[src/rtl/spmv_mac.sv]
// Multi-channel sparse matrix-vector multiply-accumulate: per-channel product pipeline,
// row accumulation into a 2-entry result queue, and a round-robin result arbiter.
module spmv_mac #(
  parameter int unsigned channel_num = 4,
  parameter int unsigned val_bits    = 8,
  parameter int unsigned acc_bits    = 24,
  parameter int unsigned row_id_size = 16
) (
  input  logic                              clk,
  input  logic                              rst,
  input  logic [channel_num*val_bits-1:0]   vec,
  input  logic [channel_num-1:0]            vec_fifo_empty,
  output logic [channel_num-1:0]            vec_fifo_read,
  input  logic [channel_num*val_bits-1:0]   mat_val,
  input  logic [channel_num-1:0]            mat_last,
  input  logic [channel_num-1:0]            mat_fifo_empty,
  output logic [channel_num-1:0]            mat_fifo_read,
  output logic [acc_bits-1:0]               res,
  output logic [$clog2(channel_num)-1:0]    res_ch,
  output logic [row_id_size-1:0]            res_row,
  output logic                              res_valid,
  input  logic                              res_ready
);

  localparam int unsigned ChW = $clog2(channel_num);

  logic [channel_num-1:0] pop;
  logic [channel_num-1:0] nonempty;
  logic [acc_bits-1:0]    head_res [channel_num];
  logic [row_id_size-1:0] head_row [channel_num];

  logic [ChW-1:0] rr_ptr_q;
  logic [ChW-1:0] sel;
  logic           any_sel;
  logic           lock_q;
  logic [ChW-1:0] lock_ch_q;

  assign vec_fifo_read = pop;
  assign mat_fifo_read = pop;

  for (genvar c = 0; c < channel_num; c++) begin : g_ch
    logic signed [val_bits-1:0]   m_s;
    logic signed [val_bits-1:0]   v_s;
    logic signed [2*val_bits-1:0] p_s;
    logic [acc_bits-1:0]          prod;
    logic [1:0]                   n_last;
    logic                         credit;
    logic                         push;
    logic                         qpop;
    logic [acc_bits-1:0]          push_res;

    // dv_q marks that this channel's FIFO douts carry popped data this cycle
    logic                   dv_q;
    logic                   s1_valid_q;
    logic                   s1_last_q;
    logic [acc_bits-1:0]    s1_prod_q;
    logic [acc_bits-1:0]    acc_q;
    logic [row_id_size-1:0] row_q;
    logic [1:0]             occ_q;
    logic [acc_bits-1:0]    q_res_q [2];
    logic [row_id_size-1:0] q_row_q [2];

    assign m_s  = mat_val[c*val_bits +: val_bits];
    assign v_s  = vec[c*val_bits +: val_bits];
    assign p_s  = (2*val_bits)'(m_s) * (2*val_bits)'(v_s);
    assign prod = acc_bits'(p_s);

    // Reserve a queue slot for every row end already in flight before popping again
    assign n_last = {1'b0, dv_q & mat_last[c]} + {1'b0, s1_valid_q & s1_last_q};
    assign credit = (2'd2 - occ_q) > n_last;
    assign pop[c] = ~vec_fifo_empty[c] & ~mat_fifo_empty[c] & credit & ~rst;

    assign push     = s1_valid_q & s1_last_q;
    assign push_res = acc_q + s1_prod_q;
    assign qpop     = res_valid & res_ready & (sel == ChW'(c));

    assign nonempty[c] = (occ_q != 2'd0);
    assign head_res[c] = q_res_q[0];
    assign head_row[c] = q_row_q[0];

    always_ff @(posedge clk) begin
      if (rst) begin
        dv_q       <= 1'b0;
        s1_valid_q <= 1'b0;
        s1_last_q  <= 1'b0;
        s1_prod_q  <= '0;
        acc_q      <= '0;
        row_q      <= '0;
        occ_q      <= 2'd0;
        q_res_q[0] <= '0;
        q_res_q[1] <= '0;
        q_row_q[0] <= '0;
        q_row_q[1] <= '0;
      end else begin
        dv_q       <= pop[c];
        s1_valid_q <= dv_q;
        s1_last_q  <= mat_last[c];
        s1_prod_q  <= prod;

        if (s1_valid_q) begin
          if (s1_last_q) begin
            acc_q <= '0;
            row_q <= row_q + row_id_size'(1);
          end else begin
            acc_q <= push_res;
          end
        end

        case ({push, qpop})
          2'b10: begin
            if (occ_q == 2'd0) begin
              q_res_q[0] <= push_res;
              q_row_q[0] <= row_q;
            end else begin
              q_res_q[1] <= push_res;
              q_row_q[1] <= row_q;
            end
            occ_q <= occ_q + 2'd1;
          end
          2'b01: begin
            q_res_q[0] <= q_res_q[1];
            q_row_q[0] <= q_row_q[1];
            occ_q      <= occ_q - 2'd1;
          end
          2'b11: begin
            if (occ_q == 2'd1) begin
              q_res_q[0] <= push_res;
              q_row_q[0] <= row_q;
            end else begin
              q_res_q[0] <= q_res_q[1];
              q_row_q[0] <= q_row_q[1];
              q_res_q[1] <= push_res;
              q_row_q[1] <= row_q;
            end
          end
          default: ;
        endcase
      end
    end
  end

  // A stalled grant stays locked so a newly filled queue cannot preempt it
  always_comb begin
    int unsigned idx;
    idx     = 0;
    sel     = lock_ch_q;
    any_sel = 1'b0;
    if (lock_q) begin
      any_sel = 1'b1;
    end else begin
      for (int unsigned i = 1; i <= channel_num; i++) begin
        idx = (int'(rr_ptr_q) + i) % channel_num;
        if (!any_sel && nonempty[idx]) begin
          any_sel = 1'b1;
          sel     = ChW'(idx);
        end
      end
    end
  end

  assign res_valid = any_sel & ~rst;
  assign res       = head_res[sel];
  assign res_ch    = sel;
  assign res_row   = head_row[sel];

  always_ff @(posedge clk) begin
    if (rst) begin
      rr_ptr_q  <= ChW'(channel_num - 1);
      lock_q    <= 1'b0;
      lock_ch_q <= '0;
    end else begin
      lock_q    <= res_valid & ~res_ready;
      lock_ch_q <= sel;
      if (res_valid && res_ready) begin
        rr_ptr_q <= sel;
      end
    end
  end

endmodule

[config.mk]
export PLATFORM = sky130hd
export DESIGN_NAME = spmv_mac
export DESIGN_NICKNAME = d
export VERILOG_FILES = /design/src/rtl/spmv_mac.sv
export SDC_FILE = /design/constraint.sdc
export NUM_CORES = 2
export LEC_CHECK = 0
export ABC_AREA = 1
export CAP_MARGIN = 20
export CORE_ASPECT_RATIO = 1.5
export CORE_MARGIN = 1
export CORE_UTILIZATION = 35
export CTS_CLUSTER_SIZE = 40
export DETAILED_ROUTE_END_ITERATION = 12
export PLACE_DENSITY = 0.55
export SYNTH_ARGS = -nofsm -noshare
export SYNTH_HDL_FRONTEND = slang
export SYNTH_SLANG_ARGS = --single-unit
[constraint.sdc]
create_clock -name clk -period 5.7 [get_ports clk]
set_clock_uncertainty 0.1 [all_clocks]
set_input_delay 1.14 -clock clk [delete_from_list [all_inputs] [get_ports clk]]
set_output_delay 1.14 -clock clk [all_outputs]
set_load 0.02 [all_outputs]
### After elaboration in Yosys (flattened, before gate mapping)

Memory sizes are Yosys's and may differ from the RTL's.
Cells that the tools add are included.

| cells by class | value |
|---|---|
| $add $sub $neg | 28 |
| multipliers | 4 |
| div/mod/pow operators | 0 |
| order comparisons | 9 |
| eq/ne operators | 19 |
| shift-type cells | 0 |
| mux-type cells | 161 |
| bitwise operators | 86 |
| reduce and logical (&&, ||, !) cells | 24 |

Operator list:

| cell | number |
|---|---|
| $mux 24 | 30 |
| $mux 16 | 26 |
| $add 24x24->24 | 4 |
| $mux 1 | 90 |
| $add 16x1->16 const B | 4 |
| $mul 8x8->16 | 4 |
| $bmux 24 s2 | 1 |
| $or 1x1->1 | 48 |
| $bmux 16 s2 | 1 |
| $and 1x1->1 | 27 |
| $eq 2x2->1 const B | 10 |
| $eq 2x1->1 const B | 9 |
| $pmux 2 s2 | 4 |
| $reduce_bool 2->1 | 8 |
| $add 2x1->2 const B | 6 |
| $lt 2x3->1 const B | 4 |
| $logic_not 2->1 | 5 |
| $mux 2 | 5 |
| $not 1->1 | 10 |
| $add 1x1->2 | 4 |
| $bmux 1 s2 | 4 |
| $gt 2x2->1 | 4 |
| $reduce_and 2->1 | 4 |
| $sub 2x1->2 const B | 4 |
| other kinds (6) | 15 |

| word-level totals | value |
|---|---|
| register bits after elaboration | 249 |
| latch bits | 0 |
| RAM bits | 320 |
| memory bits (read-only) | 0 |
| bits of input ports | 79 |
| word-level logic and storage cells | 370 |
| memories kept | 8 |

Memory list:

| memory | depth | width | read ports | clocked after memory_dff | wr ports | line | source |
|---|---|---|---|---|---|---|---|
| g_ch[0].q_res_q | 2 | 24 | 2 | 0 | 2 | 60 | `logic [acc_bits-1:0] q_res_q [2];` |
| g_ch[1].q_res_q | 2 | 24 | 2 | 0 | 2 | 60 |  |
| g_ch[2].q_res_q | 2 | 24 | 2 | 0 | 2 | 60 |  |
| g_ch[3].q_res_q | 2 | 24 | 2 | 0 | 2 | 60 |  |
| g_ch[0].q_row_q | 2 | 16 | 2 | 0 | 2 | 61 | `logic [row_id_size-1:0] q_row_q [2];` |
| g_ch[1].q_row_q | 2 | 16 | 2 | 0 | 2 | 61 |  |
| 2 more memories | -- | -- | -- | -- | -- | -- |  |

### Depth between registers and ports, before layout

| logic depth | value |
|---|---|
| depth in word-level cells | 28 |
| mapped depth | 27 |
| depth with buffers taken out | 25 |

### Worst setup path before layout

OpenSTA, ideal clock, no wires.

| timing path | value |
|---|---|
| kind | input -> register |
| start | input rst |
| end | memory g_ch[0].q_res_q[1][0], in the netlist g_ch[0].q_res_q[0][24], enable pin |
| setup time | 0.452 ns |
| arrival time | 4.863 ns |
| data required time | 5.148 ns |
| path slack | 0.285 ns |
| stages on the path | 14 |
| buffers on the path | 3 |
| cell sequence | clkbuf_1 -> inv_2 -> nand2_1 -> inv_1 -> nand2_1 -> inv_1 -> nand2_1 -> nor2_1 -> ha_1 -> nor2_1 -> nor2_1 -> clkbuf_1 -> clkbuf_1 -> o22ai_1 |

RTL lines:

| element | line | source |
|---|---|---|
| start, declared | 10 | `input logic rst,` |
| end, declared | 60 |  |

### Worst setup path after layout

| timing path | value |
|---|---|
| start | register g_ch[3].occ_q[0] |
| end | output res[8] |

| on the way | value |
|---|---|
| cells in the longest elaborated chain, start to end | 21 |
| elaborated cells between the ends (all ways) | 30 |
| classes of those cells | mux: 22; bitwise: 1; reduce/logical: 7 |

RTL lines:

| element | line | source |
|---|---|---|
| start, declared | 59 | `logic [1:0] occ_q;` |
| start signal, assigned | 118 | `occ_q <= occ_q + 2'd1;` |
| start signal, assigned | 123 | `occ_q <= occ_q - 2'd1;` |
| $reduce_bool 2->1 * | 77 | `assign nonempty[c] = (occ_q != 2'd0);` |
| $bmux 1 s2 | 153 | `if (!any_sel && nonempty[idx]) begin` |
| $mux 1 (implied by the code) | 153 |  |
| $mux 1 | 153 |  |
| $mux 1 | 148 | `if (lock_q) begin` |
| $logic_not 1->1 | 153 |  |
| $logic_and 1x1->1 | 153 |  |
| $mux 1 | 153 |  |
| [4 not listed] | -- |  |
| $mux 1 | 148 |  |
| $logic_not 1->1 | 153 |  |
| $logic_and 1x1->1 | 153 |  |
| $mux 2 * | 153 |  |
| $mux 2 * | 148 |  |
| $not 2->3 (implied by the code) * | 162 | `assign res = head_res[sel];` |
| $bmux 24 s2 * | 162 |  |
| $mux 24 (implied by the code) * (2 in a row) | 162 |  |
| end, declared | 18 | `output logic [acc_bits-1:0] res,` |

Mark *: on every way between the ends. The rest lies on a longest branch, timed or not. The select of a mux whose other input is x is not followed.

==> run summary <==
Rows -> 152
Post-synthesis sequential area ratio -> 36.08%
Setup TNS -> 0 ns
Avg Vias per Cell -> 4.856
Layout area overhead -> 12.68%
Initial Util -> 35.33%
GPL Wtd Cong -> 0.8947
Worst Max-Slew Pin Slew -> 1.028 ns
Max VDD drop -> 0.8279 mV
CP Launch Point -> g_ch[3].occ_q[0]
Die height -> 418.3 um
Arr. time, crit path -> 4.20 ns
1st-pass router iterations -> 6
CTS tree -> built
Type of the worst setup path -> reg2out
Final setup fails -> 0
Status -> complete, no violations
Design Power -> 0.02410 W
Mean Syn Cell Area -> 7.764 um^2
Vias -> 33340
Die area -> 116900 um^2
Main area contributors after synthesis -> edfxtp_1 24%, dfxtp_1 12%, fa_1 11%
Share of the clock period used by the worst path after layout -> 95.48%
Post-CTS resize count -> 0
Synth top area share -> 23.76%
Clock latency on the worst-skew pair -> 0.66 ns
Initial antenna violation count -> 2
GR Util All Layers -> 18.90%
Ant. Diodes -> 0
Max Slew Vio Count -> 0
RR Startpoint -> g_ch[3].occ_q[0]
Yosys top cell by area -> edfxtp_1
Number of max-cap violations -> 0
Drt initial violations -> 2049
First-pass GRT wire length -> 177100 um
Minimum clock period -> 5.443 ns
Synth warnings -> 0
I/O Buffers -> 129
Most common cell in the synthesized netlist -> nand2_1
Pwr per Cell Area -> 528.8 nW/um^2
Cts hold-fix bufs -> 0
Fillers -> 11910
Hold Violations, Final -> 0
Core box area -> 114500 um^2
GRT overflow -> 0
Worst EP required -> 4.46 ns
Post-Place Cells -> 6755
Fraction of registers with async set/reset -> 0%
Min-delay worst type -> reg2reg
Post-layout nets -> 5823
Clk root buf -> clkbuf_16
Post-CTS Setup Inserts -> 0
RSZ-0062 raised after global routing -> no
WL per Instance -> 16.07 um
Fmax -> 0.1837 GHz
Largest net degree at the start of global routing -> 115
Die width -> 279.6 um
Post-synth EDFFs -> 320
Total Wirelength -> 110400 um
Cells after Synth -> 5209
Crit. End Element -> primary output
Synth cell types -> 43
Clock transition at path regs -> 0.07 ns
Final ANT Viol Nets -> 0
HPWL after DPL -> 84860 um
Total CTS buffers -> 58
Syn nets -> 5756
Final Non-Filler Cells -> 6866
Critical Path Start Type -> flop
Vias in the first global route -> 32870
Dominant synthesized flop cell -> edfxtp_1
LEAKAGE -> 21.26 nW
Netlist Area Pre-Place -> 40440 um^2
Slew headroom -> 31.39%
Number of remaining DRC errors -> 0
# IOs -> 130
Clk sinks -> 569
Layout cells sized above 1 -> 4.487%
Max clock buf depth -> 3
Worst hold start -> g_ch[1].dv_q
Critical path peak fanout -> 13
Post-synthesis register bit count -> 569
Number of H-tree levels -> 2
Commonest cells in the netlist -> 1038 x nand2_1, 1019 x inv_1, 437 x nor2_1
layout make-up:
cell class | instances | area (um^2) | area share, %
Tap cell | 1540 | 1927 | 4.228
Clock inverter | 36 | 439.2 | 0.9637
Sequential cell | 569 | 14590 | 32.02
Inverter | 1027 | 3856 | 8.461
Timing Repair Buffer | 216 | 1959 | 4.299
Clock buffer | 74 | 1584 | 3.476
Multi-Input combinational cell | 3404 | 21210 | 46.55
critical path, stage by stage (launching register included):
cell,delay (ns)
dfxtp_1,0.33
inv_1,0.12
ha_1,0.31
inv_1,0.18
nand2_1,0.10
nand2_1,0.10
nand2_1,0.09
nand2_1,0.09
nor2_2,0.15
nand3_1,0.10
nand2_1,0.08
nand2_1,0.18
a21oi_4,0.52
buf_4,0.26
nand3_1,0.08
nand2_1,0.20
clkdlybuf4s50_1,0.65
cell families after synthesis:
kind of cell    synth area share [%]
simple gates                   21.39
buf+inv                        11.65
compound gates                 10.53
flops                          36.08
fa+ha+maj                      18.64
xor+xnor                       1.711
power breakdown:
part | internal [W] | total [W] | leakage, nW | switching [W]
Combinational | 0.00482 | 0.0146 | 14.9 | 0.00975
Sequential | 0.00512 | 0.00543 | 5.34 | 0.000312
Clock | 0.00234 | 0.00410 | 0.976 | 0.00176
state kept, by name, indices dropped and copies added (netlist names):
register         count
g_ch.q_res_q       192
g_ch.q_row_q       128
g_ch.acc_q          96
g_ch.row_q          64
g_ch.s1_prod_q      64
g_ch.occ_q           8
g_ch.dv_q            4
g_ch.s1_last_q       4
g_ch.s1_valid_q      4
lock_ch_q            2
rr_ptr_q             2
lock_q               1
metal layers:
metal	GRT usage (%)	wire length, um	part of all wire, %	up-vias
li1	-	-	-	16720
met1	23.50	47020	43	15770
met2	34.21	55680	50	689
met3	1.774	4433	4.0	155
met4	5.789	3194	2.9	4
met5	0	24	0.022	-
worst paths after layout:
check                                to  slack [ns]  cells past startpoint
setup / recovery                 res[8]        0.26                     16
hold / removal       g_ch[1].s1_valid_q        0.32                      2
setup reg to reg  g_ch[1].q_row_q[0][2]        0.65                     24
hold reg to reg      g_ch[1].s1_valid_q        0.32                      2
metrics by stage:
stage          util [%]  instance area (um^2)  worst slack, ns  hold WS (ns)
2_1_floorplan         -                 40440           0.2851        0.3031
3_3_place_gp      38.02                 43530          0.05097        0.3105
3_5_place_dp      38.02                 43530          0.05922        0.3112
4_1_cts           39.79                 45560          0.07970        0.3200
5_1_grt           39.81                 45570          0.03450        0.3395
6_report          39.81                 45570           0.2575        0.3186
layout by cell type (no fill, tap or decap), drive strengths merged, types with 2 or more instances in the layout:
cell           count
a211oi             6
a21boi             7
a21o              11
a21oi            335
a22oi              6
a31oi              8
and2               4
buf               94
bufinv             8
clkbuf            74
clkdlybuf4s50    122
clkinv            20
clkinvlp           6
dfxtp            249
edfxtp           320
fa               224
ha               244
inv             1029
nand2           1042
nand3            425
nand3b            19
nand4             40
nor2             439
nor3              51
nor3b              8
nor4              10
o2111ai            5
o211ai            14
o21a              22
o21ai            337
o21bai            13
o22ai             30
o31ai              2
or2               21
xnor2             28
xor2              51
No activity file was read; power rests on OpenSTA's default activity.
